[src/rtl/zoom_pkg.sv]
// Shared constants, FSM state encoding and output beat layout for the zoom frame streamer.
package zoom_pkg;

    localparam int unsigned DEF_BASE_ADDR = 8192;
    localparam int unsigned DEF_WIDTH     = 100;
    localparam int unsigned DEF_HEIGHT    = 100;
    localparam int unsigned PIX_W         = 8;

    typedef enum logic [1:0] {
        IDLE,
        RUN,
        DRAIN,
        DONE
    } state_t;

    typedef struct packed {
        logic sof;
        logic eol;
        logic eof;
    } tag_t;

    typedef struct packed {
        logic [PIX_W-1:0] data;
        logic             sof;
        logic             eol;
        logic             eof;
    } beat_t;

endpackage

[src/rtl/pix_skid_fifo.sv]
// Two-entry valid/ready buffer for output beats; an incoming beat falls straight
// through to the output when the buffer is empty, otherwise it is queued.
module pix_skid_fifo
    import zoom_pkg::*;
(
    input  logic       clk,
    input  logic       reset_n,
    input  logic       in_valid,
    input  beat_t      in_beat,
    output logic       out_valid,
    input  logic       out_ready,
    output beat_t      out_beat,
    output logic [1:0] level
);

    beat_t      store_q [2];
    logic       wr_ptr;
    logic       rd_ptr;
    logic [1:0] count;
    logic       empty;
    logic       store;
    logic       pop;

    assign empty     = (count == 2'd0);
    assign out_valid = !empty || in_valid;
    assign out_beat  = !empty ? store_q[rd_ptr] : (in_valid ? in_beat : '0);
    // Bypass only when nothing is queued and the sink takes the beat this cycle.
    assign store     = in_valid && !(empty && out_ready);
    assign pop       = !empty && out_ready;
    assign level     = count;

    always_ff @(posedge clk or negedge reset_n) begin
        if (!reset_n) begin
            store_q[0] <= '0;
            store_q[1] <= '0;
            wr_ptr     <= 1'b0;
            rd_ptr     <= 1'b0;
            count      <= 2'd0;
        end else begin
            if (store) begin
                store_q[wr_ptr] <= in_beat;
                wr_ptr          <= !wr_ptr;
            end
            if (pop) begin
                rd_ptr <= !rd_ptr;
            end
            count <= count + 2'(store) - 2'(pop);
        end
    end

endmodule

[src/rtl/zoom_frame_streamer.sv]
// Scans the zoomed frame out of dmem row-major and streams it on a valid/ready bus
// with sof/eol/eof markers. Optional running checksum under `FRAME_CHECKSUM_EN.
//
// state | meaning
// IDLE  | waiting for start; row/col counters parked at 0
// RUN   | issuing dmem reads whenever the output path has room
// DRAIN | all reads issued, waiting for the eof beat to be accepted
// DONE  | one-cycle done pulse, then back to IDLE
module zoom_frame_streamer
    import zoom_pkg::*;
#(
    parameter int unsigned BASE_ADDR = DEF_BASE_ADDR,
    parameter int unsigned WIDTH     = DEF_WIDTH,
    parameter int unsigned HEIGHT    = DEF_HEIGHT,
    parameter int unsigned ADDR_W    = 32
) (
    input  logic              clk,
    input  logic              reset_n,
    input  logic              start,
    output logic              busy,
    output logic              done,
    output logic              mem_rd_en,
    output logic [ADDR_W-1:0] mem_addr,
    input  logic [PIX_W-1:0]  mem_rd_data,
    output logic              pix_valid,
    input  logic              pix_ready,
    output logic [PIX_W-1:0]  pix_data,
    output logic              pix_sof,
    output logic              pix_eol,
    output logic              pix_eof
`ifdef FRAME_CHECKSUM_EN
    ,
    output logic [31:0]       frame_csum
`endif
);

    localparam int unsigned       CW       = (WIDTH > 1) ? $clog2(WIDTH) : 1;
    localparam int unsigned       RW       = (HEIGHT > 1) ? $clog2(HEIGHT) : 1;
    localparam logic [CW-1:0]     COL_LAST = CW'(WIDTH - 1);
    localparam logic [RW-1:0]     ROW_LAST = RW'(HEIGHT - 1);
    localparam logic [ADDR_W-1:0] BASE     = ADDR_W'(BASE_ADDR);

    state_t            state;
    logic [CW-1:0]     col;
    logic [RW-1:0]     row;
    logic [ADDR_W-1:0] next_addr;
    tag_t              iss_tag;
    tag_t              pend_tag;
    logic              rd_pend;

    beat_t             in_beat;
    beat_t             out_beat;
    logic [1:0]        level;
    logic [2:0]        occ;
    logic              hs;
    logic              room;
    logic              accept_start;
    logic              issue;
    logic              last_rd;

    assign hs           = pix_valid && pix_ready;
    // Occupancy after this edge plus the read whose data lands next cycle; a new
    // read is only issued if it is guaranteed a slot even if the sink stalls.
    assign occ          = 3'(level) + 3'(rd_pend) + 3'(mem_rd_en) - 3'(hs);
    assign room         = (occ < 3'd2);
    assign accept_start = (state == IDLE) && start;
    assign issue        = accept_start || ((state == RUN) && room);
    assign last_rd      = (col == COL_LAST) && (row == ROW_LAST);

    always_ff @(posedge clk or negedge reset_n) begin
        if (!reset_n) begin
            state     <= IDLE;
            busy      <= 1'b0;
            done      <= 1'b0;
            mem_rd_en <= 1'b0;
            mem_addr  <= BASE;
            next_addr <= BASE;
            col       <= '0;
            row       <= '0;
            iss_tag   <= '0;
            pend_tag  <= '0;
            rd_pend   <= 1'b0;
        end else begin
            done      <= 1'b0;
            mem_rd_en <= issue;
            rd_pend   <= mem_rd_en;
            pend_tag  <= iss_tag;

            if (issue) begin
                mem_addr    <= next_addr;
                iss_tag.sof <= (row == '0) && (col == '0);
                iss_tag.eol <= (col == COL_LAST);
                iss_tag.eof <= last_rd;
                if (last_rd) begin
                    col       <= '0;
                    row       <= '0;
                    next_addr <= BASE;
                end else begin
                    next_addr <= next_addr + 1'b1;
                    if (col == COL_LAST) begin
                        col <= '0;
                        row <= row + 1'b1;
                    end else begin
                        col <= col + 1'b1;
                    end
                end
            end

            case (state)
                IDLE: begin
                    if (start) begin
                        state <= last_rd ? DRAIN : RUN;
                        busy  <= 1'b1;
                    end
                end
                RUN: begin
                    if (issue && last_rd) begin
                        state <= DRAIN;
                    end
                end
                DRAIN: begin
                    if (hs && pix_eof) begin
                        state <= DONE;
                        busy  <= 1'b0;
                        done  <= 1'b1;
                    end
                end
                DONE: begin
                    state <= IDLE;
                end
                default: begin
                    state <= IDLE;
                end
            endcase
        end
    end

    assign in_beat.data = mem_rd_data;
    assign in_beat.sof  = pend_tag.sof;
    assign in_beat.eol  = pend_tag.eol;
    assign in_beat.eof  = pend_tag.eof;

    pix_skid_fifo u_fifo (
        .clk       (clk),
        .reset_n   (reset_n),
        .in_valid  (rd_pend),
        .in_beat   (in_beat),
        .out_valid (pix_valid),
        .out_ready (pix_ready),
        .out_beat  (out_beat),
        .level     (level)
    );

    assign pix_data = out_beat.data;
    assign pix_sof  = out_beat.sof;
    assign pix_eol  = out_beat.eol;
    assign pix_eof  = out_beat.eof;

`ifdef FRAME_CHECKSUM_EN
    always_ff @(posedge clk or negedge reset_n) begin
        if (!reset_n) begin
            frame_csum <= '0;
        end else if (accept_start) begin
            frame_csum <= '0;
        end else if (hs) begin
            frame_csum <= frame_csum + 32'(pix_data);
        end
    end
`endif

endmodule

[config.mk]
export PLATFORM = sky130hd
export DESIGN_NAME = zoom_frame_streamer
export DESIGN_NICKNAME = d
export VERILOG_FILES = /design/src/rtl/zoom_pkg.sv /design/src/rtl/pix_skid_fifo.sv /design/src/rtl/zoom_frame_streamer.sv
export SDC_FILE = /design/constraint.sdc
export NUM_CORES = 1
export LEC_CHECK = 0
export ABC_AREA = 0
export CELL_PAD_IN_SITES_DETAIL_PLACEMENT = 1
export CELL_PAD_IN_SITES_GLOBAL_PLACEMENT = 2
export CORE_MARGIN = 4
export CORE_UTILIZATION = 25
export CTS_CLUSTER_SIZE = 28
export DETAILED_ROUTE_END_ITERATION = 10
export PLACE_DENSITY_LB_ADDON = 0.12
export SYNTH_ARGS = -nofsm -noshare
export SYNTH_HDL_FRONTEND = slang
export SYNTH_HIERARCHICAL = 1
export SYNTH_SLANG_ARGS = --single-unit
export TNS_END_PERCENT = 100
[constraint.sdc]
create_clock -name clk -period 8.52 [get_ports clk]
set_input_delay 2.556 -clock clk [delete_from_list [all_inputs] [get_ports clk]]
set_output_delay 2.556 -clock clk [all_outputs]
set_load 0.02 [all_outputs]
# Word level (Yosys, flattened, before mapping)
# Index checks and enable logic that the tools add are counted.
[totals]
ff_bits = 116
in_bits = 12
output_inout_bits = 47
[classes]
addsub = 8
order_cmp = 4
eq_ne = 8
n_mux = 23
bitwise_logic = 2
n_reduce_logical = 26
[ops]
columns = ["cell", "n"]
rows = [
  ["2-to-1 mux 11 bit", 6],
  ["adder 32 x 1 -> 32 bit (second input constant)", 1],
  ["2-to-1 mux 32 bit", 1],
  ["2-to-1 mux 7 bit", 4],
  ["bitwise mux 22 bit", 1],
  ["adder 7 x 1 -> 7 bit (second input constant)", 2],
  ["equality test 7 bit (second input constant)", 2],
  ["logical NOT 7 bit", 2],
  ["demux 11 bit (select 1 bit)", 1],
  ["logical AND 1 bit", 11],
  ["2-to-1 mux 2 bit", 4],
  ["one-hot mux 2 bit (4 select lines)", 1],
  ["AND reduction 3 bit", 2],
  ["equality test 2 bit (second input constant)", 2],
  ["greater-or-equal comparator 2 bit (second input constant)", 2],
  ["logical NOT 1 bit", 4],
  ["logical NOT 2 bit", 2],
  ["2-to-1 mux 1 bit", 4],
  ["inequality test 2 bit (second input constant)", 2],
  ["inverter 1 -> 2 bit", 2],
  ["nonzero test 2 bit", 2],
  ["adder 2 x 1 -> 3 bit", 1],
  ["adder 3 x 1 -> 3 bit", 1],
  ["< comparator 3 x 2 -> 1 bit (second input constant)", 1],
  ["9 further kinds", 10],
]

# Logic depth before layout (Yosys ltp)
# Gate-level depths: netlist (run 1).
[depth]
word_depth = 11
mapped_depth = 14
depth_no_buf = 12

# Modules after synthesis
# Netlist (run 1), hierarchy kept.
[by_module_without_submodules]
columns = ["module", "instances", "cells_each", "area_per_inst_um2"]
rows = [
  ["zoom_frame_streamer", 1, 466, 4396.7],
  ["pix_skid_fifo", 1, 102, 1358.8],
]

# Worst setup path after synthesis (run 1)
# No wires, ideal clock.
[synth_path]
kind = "input port to output port"
start = "input port mem_rd_data[0]"
end = "output port pix_data[0]"
arrival_time_ns = 2.856
t_required_ns = 5.964
setup_slack_ns = 3.108
path_stages = 2
n_path_buf = 0
cell_sequence = "nand3_1 o21ai_0"
[synth_via]
elab_chain_len = 2
[synth_lines]
columns = ["item", "line_no", "text"]
rows = [
  ["start, declared", "zoom_frame_streamer.sv:24", "input logic [PIX_W-1:0] mem_rd_data,"],
  ["2-to-1 mux 11 bit (2 in series)", "pix_skid_fifo.sv:26", "assign out_beat = !empty ? store_q[rd_ptr] : (in_valid ? in_beat : '0);"],
  ["end, declared", "zoom_frame_streamer.sv:27", "output logic [PIX_W-1:0] pix_data,"],
]
# No other way between the ends.

# Worst setup path after layout (run 1)
[layout_path]
start = "input port mem_rd_data[1]"
end = "output port pix_data[1]"
# Same word-level chain as after synthesis.

==> results of run 1 <==
## critical path, delay by kind of cell
family	cells	cell delay, ns
simple gates	1	0.08
buf+inv	2	1.15
compound gates	1	0.11
## state kept, by name (all words and copies together), names as in the netlist, 2 cells and up
signal and cells:
next_addr 32, mem_addr 32, u_fifo/level 2, u_fifo/store_q 22, in_beat 3, state 2
iss_tag 3, col 7, row 7
## cells in the mapped netlist (all sizes together), types with 2 or more instances
master	instances
o31a	2
xor2	2
a21oi	23
buf	13
nand3	34
o31ai	11
nand2	112
inv	20
dfrtp	114
or3	13
nand2b	2
and2	5
a21o	3
and3	6
o41ai	2
nor2b	2
nor2	4
o21ai	38
mux2i	29
xnor2	6
nor3	9
nor4	6
and4	6
or4	11
ha	12
nand4	11
a22o	2
dfstp	2
clkbuf	18
mux2	24
o21bai	14
o21a	3
nor4b	4
## logic make-up (layout without fill, tap and decap cells)
family | count (synthesis) | count (layout) | synth area share [%]
mux | 53 | 53 | 11.0
buf+inv | 51 | 114 | 3.80
simple gates | 225 | 225 | 19.5
flops | 116 | 116 | 50.5
compound gates | 102 | 102 | 11.0
xor+xnor | 8 | 8 | 1.22
fa+ha+maj | 13 | 13 | 2.96
## layer usage
layer  vias up  part of all wire [%]  wire (um)
li1       2103                     -          -
met4         0                  0.95        147
met5         -                     0          0
met3         9                   2.2        339
met1      2286                    47       7310
met2        46                    50       7750
## worst max-delay path by stage
stage	slack (ns)	endpoint	start	cells after the start
floorplan	3.11	pix_data[0]	mem_rd_data[0]	2
global placement	2.09	pix_data[2]	mem_rd_data[2]	4
detailed placement	2.07	pix_data[1]	mem_rd_data[1]	4
CTS	2.06	pix_data[1]	mem_rd_data[1]	4
global route	1.97	pix_data[5]	mem_rd_data[5]	4
finish	2.07	pix_data[1]	mem_rd_data[1]	4
## per-stage QoR
step                utilization [%]  cell area (um^2)  hold slack [ns]
CTS                            31.8              7200            0.383
global route                   31.8              7200            0.387
finish                         31.8              7200            0.376
floorplan                         -              5760            0.354
global placement               29.1              6580            0.364
detailed placement             29.1              6580            0.370
## where the power goes
part	switching [mW]	leakage (nW)	internal, mW
Combinational	0.503	1.32	0.358
Clock	0.287	0.296	0.468
Sequential	0.127	1.52	0.667
Total	0.917	3.13	1.49
## final cells by class
type	instances	area [um^2]	share of cell area (%)
inverters	20	75.1	1.04
repair buffers	62	608	8.45
clock inverters	15	193	2.68
multi-input cells	401	2630	36.6
well taps	285	357	4.95
clock buffers	17	425	5.91
flip-flops and latches	116	2910	40.4
==> metrics.csv, run 1 <==
stage;metric;value;unit
route;final WL;15.5;mm
cells_and_area;fin cells;916;
grt;grt ovf;0;
critical_path;reg2reg path depth;12;
grt;M3 GR Usage;2.92;%
placed_design;DP HPWL;9.97;mm
die;Die X;160;um
critical_path;Slowest-stage cell, CP;clkdlybuf4s50_1;
clock_tree;worst-skew pair later-pin latency;0.42;ns
sta;Total Neg Setup Slack;0;ns
cells_and_area;fillers;2506;
grt;GRT Total Usage;12.7;%
synthesis;Netlist Area Pre-Place;5760;um^2
cells_and_area;Area growth, synth to finish;25.0;%
grt;grt met1 use;16.3;%
clock_tree;# hold bufs at CTS;0;
placed_design;RePlAce Congestion;0.681;
die;Initial Util;25.4;%
synthesis;Yosys top cell area share;49.6;%
power_and_ir_drop;leak pwr;3.13;nW
route;DRT Pass-1 Iters;4;
grt;met2 usage;21.6;%
route;post-route ant nets;0;
min_path;HP Start;iss_tag[1]$_DFFE_PN0P_;
die;Rows;55;
route;WL/cell;17.0;um
synthesis;Post-synth top flop;dfrtp_1;
grt;initial antenna violation count;0;
cells_and_area;most frequent cells in the layout;dfrtp_1, nand2_1, clkdlybuf4s50_1, o21ai_0, nand3_1;
synthesis;Yosys warnings;6;
clock_tree;CTS tree;yes;
min_path;hold path depth;0;
grt;vias in the first global route;4919;
critical_path;critical path fanouts, max;3;
sta;Worst Max-Slew Pin Slew;1.08;ns
sta;minimum clock period after layout;6.45;ns
job;total of max-cap violations;0;
synthesis;average size of a mapped cell;10.1;um^2
route;vias;4444;
grt;Top Usage Layer GRT;met2;
clock_tree;post-CTS setup buffers;0;
critical_path;CP Capture Type;output pin;
die;Ports;59;
synthesis;largest area contributor in the netlist;dfrtp_1;
power_and_ir_drop;total power;2.41;mW
critical_path;largest stage delay on the critical path;0.63;ns
sta;# setup viols final;0;
route;DR iter-0 viols;202;
synthesis;syn_nets;593;
power_and_ir_drop;total power divided by cell area;335;nW/um^2
cells_and_area;most common cell after layout, fill and taps aside;dfrtp_1;
critical_path;CP most frequent cell;clkdlybuf4s50_1;
clock_tree;Root Buffer;clkbuf_16;
clock_tree;Post-CTS Resized;0;
critical_path;crit-path cells;clkdlybuf4s50_1 -> nand3_1 -> o21ai_0 -> clkdlybuf4s50_1;
min_path;Hold Crit Class;reg -> reg;
clock_tree;clk sinks;116;
grt;first-pass GRT wire length;26.5;mm
synthesis;async set or reset register ratio after synthesis;100;%
grt;largest net degree at the start of global routing;86;
min_path;Hold Path Sink;in_beat[1]$_DFF_PN0_;
cells_and_area;share of cells above drive strength 1;11.4;%
synthesis;unique cell type count in the Yosys netlist;46;
critical_path;Req. time, crit path;5.96;ns
sta;Max Fclk;0.155;GHz
route;vias per cell;4.85;
die;Core Region;22600;um^2
placed_design;Cell Count Post-Placement;884;
synthesis;sequential element share of the synthesized area;50.5;%
die;Die H;160;um
critical_path;crit path launch type;input pin;
die;Die ar.;25500;um^2
status;status;finished clean;
critical_path;Setup Crit Path Kind;in -> out;
clock_tree;H-tree depth;4;
cells_and_area;Inserted Diodes;0;
synthesis;EDFF count, synth;0;
critical_path;RR Endpoint;next_addr[13]$_DFFE_PN1P_;
sta;Worst slew margin;27.7;%
clock_tree;clock buffer depth;2;
clock_tree;Reg clk slew, reported paths;0.06;ns
sta;final hold violations;0;
clock_tree;CTS buffer count;17;
synthesis;number of synthesized register bits;116;
critical_path;RR Startpoint;rd_pend$_DFF_PN0_;
sta;Final WS setup;2.07;ns
critical_path;reg2reg setup slack;4.23;ns
sta;unrepaired setup endpoints after global routing;no;
critical_path;Critical Path AT;3.89;ns
sta;Tcrit/Tclk final;75.7;%
power_and_ir_drop;Max VDD drop;0.185;mV
route;# DRC;0;
sta;clk_skew;0.0125;ns
cells_and_area;Net count, final;643;
sta;Max Slew Vio Count;0;
synthesis;top post-synthesis cells by area;dfrtp_1, nand2_1, mux2_4, mux2i_1, o21ai_0;
placed_design;Place WS;2.07;ns
synthesis;Post-Syn Instances;568;
placed_design;IO buf count;58;
(Power assumes the default switching activity.)
==> run 2: changes to the inputs <==
- clock period: 8.52 -> 6.5 ns (I/O delays scaled with it)
==> run 2 against run 1 <==
  * Final cell count is 0.33% higher
  * Design area up 0.80%
  * Combinational power up 34%
  * Worst setup slack lost 0.87 ns
  * Total power up 35%
  * Sequential power rose by 32%
  * Non-clock buffer count is 3 higher
  * Critical endpoint is now next_addr[0]$_DFFE_PN0P_
  * Largest cell class unchanged
  * Largest power group unchanged
==> metrics.csv, run 2 (same netlist as run 1, synthesis figures left out) <==
stage;metric;value;unit;change
status;status;finished clean;;unchanged
power_and_ir_drop;leak pwr;3.18;nW;was 3.13 nW
clock_tree;post-CTS setup buffers;0;;unchanged
sta;final hold violations;0;;unchanged
min_path;hold path depth;0;;unchanged
min_path;HP Start;iss_tag[0]$_DFFE_PN0P_;;was iss_tag[1]$_DFFE_PN0P_
critical_path;RR Startpoint;rd_pend$_DFF_PN0_;;unchanged
clock_tree;worst-skew pair later-pin latency;0.41;ns;was 0.42 ns
sta;minimum clock period after layout;5.30;ns;
job;total of max-cap violations;0;;unchanged
sta;Total Neg Setup Slack;0;ns;unchanged
critical_path;Req. time, crit path;6.79;ns;was 5.96 ns
power_and_ir_drop;Max VDD drop;0.172;mV;was 0.185 mV
cells_and_area;final core utilization;32.0;%;was 31.8%
sta;Worst Max-Slew Pin Slew;1.08;ns;about the same
die;Die H;160;um;unchanged
grt;vias in the first global route;5037;;was 4919
clock_tree;Root Buffer;clkbuf_16;;unchanged
route;DR iter-0 viols;171;;was 202
sta;unrepaired setup endpoints after global routing;no;;unchanged
sta;Max Slew Vio Count;0;;unchanged
sta;Tcrit/Tclk final;81.6;%;
clock_tree;Post-CTS Resized;0;;unchanged
grt;grt ovf;0;;unchanged
cells_and_area;fin cells;919;;was 916
route;WL/cell;17.4;um;was 17.0 um
sta;# setup viols final;0;;unchanged
critical_path;RR Endpoint;next_addr[0]$_DFFE_PN0P_;;was next_addr[13]$_DFFE_PN1P_
die;Rows;55;;unchanged
critical_path;Critical Path AT;5.59;ns;was 3.89 ns
grt;initial antenna violation count;0;;unchanged
power_and_ir_drop;total power divided by cell area;448;nW/um^2;was 335 nW/um^2
cells_and_area;most frequent cells in the layout;dfrtp_1, nand2_1, clkdlybuf4s50_1, o21ai_0, nand3_1;;unchanged
route;# DRC;0;;unchanged
placed_design;IO buf count;58;;unchanged
sta;Max Fclk;0.189;GHz;
route;final WL;16.0;mm;was 15.5 mm
cells_and_area;Inserted Diodes;0;;unchanged
cells_and_area;Net count, final;646;;was 643
cells_and_area;Largest regs;mem_addr (32), next_addr (32), u_fifo/store_q (22);;unchanged
clock_tree;Reg clk slew, reported paths;0.06;ns;about the same
critical_path;crit path launch type;input pin;;unchanged
critical_path;Setup Crit Path Kind;in -> reg;;was in -> out
critical_path;CP Capture Type;register;;was output pin
clock_tree;clock buffer depth;2;;unchanged
cells_and_area;Area growth, synth to finish;26.0;%;was 25.0%
cells_and_area;fillers;2512;;was 2506
cells_and_area;share of cells above drive strength 1;11.7;%;was 11.4%
grt;first-pass GRT wire length;26.9;mm;was 26.5 mm
sta;Worst slew margin;27.7;%;about the same
clock_tree;# hold bufs at CTS;0;;unchanged
route;post-route ant nets;0;;unchanged
die;Core Region;22600;um^2;unchanged
clock_tree;H-tree depth;4;;unchanged
die;Die X;160;um;unchanged
critical_path;critical path fanouts, max;22;;was 3
placed_design;DP HPWL;10.4;mm;was 9.97 mm
critical_path;reg2reg setup slack;2.20;ns;was 4.23 ns
cells_and_area;most common cell after layout, fill and taps aside;dfrtp_1;;unchanged
die;Initial Util;25.4;%;unchanged
placed_design;RePlAce Congestion;0.721;;was 0.681
clock_tree;clk sinks;116;;unchanged
critical_path;reg2reg path depth;12;;unchanged
sta;clk_skew;0.00854;ns;was 0.0125 ns
grt;GRT Total Usage;13.0;%;was 12.7%
route;DRT Pass-1 Iters;4;;unchanged
clock_tree;CTS buffer count;17;;unchanged
placed_design;Cell Count Post-Placement;887;;was 884
route;vias;4455;;was 4444
grt;largest net degree at the start of global routing;69;;was 86
die;Die ar.;25500;um^2;unchanged
die;Ports;59;;unchanged
clock_tree;CTS tree;yes;;unchanged
min_path;Hold Crit Class;reg -> reg;;unchanged
route;vias per cell;4.85;;about the same
min_path;Hold Path Sink;in_beat[0]$_DFF_PN0_;;was in_beat[1]$_DFF_PN0_
## run 2: cell types whose count changed in the layout (fill, tap and decap cells not counted)
cell,previous run,this run
inv_6,7,3
buf_4,5,8
bufinv_16,3,5
clkinv_2,0,2
clkinv_1,1,0
clkinv_4,3,4
clkinvlp_4,2,1
inv_1,19,20
o31a_1,1,2
o31a_2,1,0
## run 2: power by group
| group | internal (mW) | total, mW | switching (mW) |
|---|---|---|---|
| clock | 0.685 | 1.05 | 0.365 |
| sequential | 0.875 | 1.05 | 0.172 |
| combinational | 0.483 | 1.15 | 0.668 |
## run 2: final cells by class
| cell class | count | area, um^2 | share of cell area (%) |
|---|---|---|---|
| repair buffers | 65 | 631 | 8.69 |
| well taps | 285 | 357 | 4.92 |
| inverters | 20 | 75.1 | 1.03 |
| multi-input cells | 401 | 2630 | 36.3 |
| clock inverters | 15 | 229 | 3.16 |
| flip-flops and latches | 116 | 2910 | 40.0 |
| clock buffers | 17 | 425 | 5.86 |
## run 2: how the worst max path moves through the flow
stage / cells after the start / slack [ns] / startpoint / to
floorplan: 11 / 1.89 / pix_ready / next_addr[18]$_DFFE_PN0P_
global placement: 12 / 0.89 / pix_ready / next_addr[0]$_DFFE_PN0P_
detailed placement: 12 / 0.75 / pix_ready / next_addr[0]$_DFFE_PN0P_
CTS: 12 / 1.18 / pix_ready / next_addr[0]$_DFFE_PN0P_
global route: 12 / 0.97 / pix_ready / next_addr[0]$_DFFE_PN0P_
finish: 12 / 1.20 / pix_ready / next_addr[0]$_DFFE_PN0P_
## run 2: critical path, stage by stage
cell and delay, ns:
clkdlybuf4s50_1 0.52, and2_1 0.21, ha_1 0.27, inv_1 0.04
ha_1 0.26, a21o_1 0.17, fa_1 0.38, xnor2_1 0.29
o21a_2 0.46, inv_1 0.49, and2_4 0.31, mux2_2 0.25
## run 2: per-stage QoR
stage | hold slack [ns] | setup WS, ns | power [mW] | instance area, um^2
final | 0.376 | 1.20 | 3.25 | 7250
after global routing | 0.399 | 0.965 | 3.46 | 7250
after CTS | 0.382 | 1.18 | 3.31 | 7250
after detailed placement | 0.369 | 0.754 | 2.23 | 6600
after global placement | 0.362 | 0.893 | 2.20 | 6600
after floorplan | 0.354 | 1.89 | 1.80 | 5760
## run 2: per-layer routing
metal | track usage (%) | up-vias | share of wire, %
li1 | - | 2121 | -
met2 | 22.8 | 44 | 50
met1 | 16.3 | 2281 | 47
met5 | 0 | - | 0
met4 | 3.83 | 0 | 0.99
met3 | 2.66 | 9 | 2.4
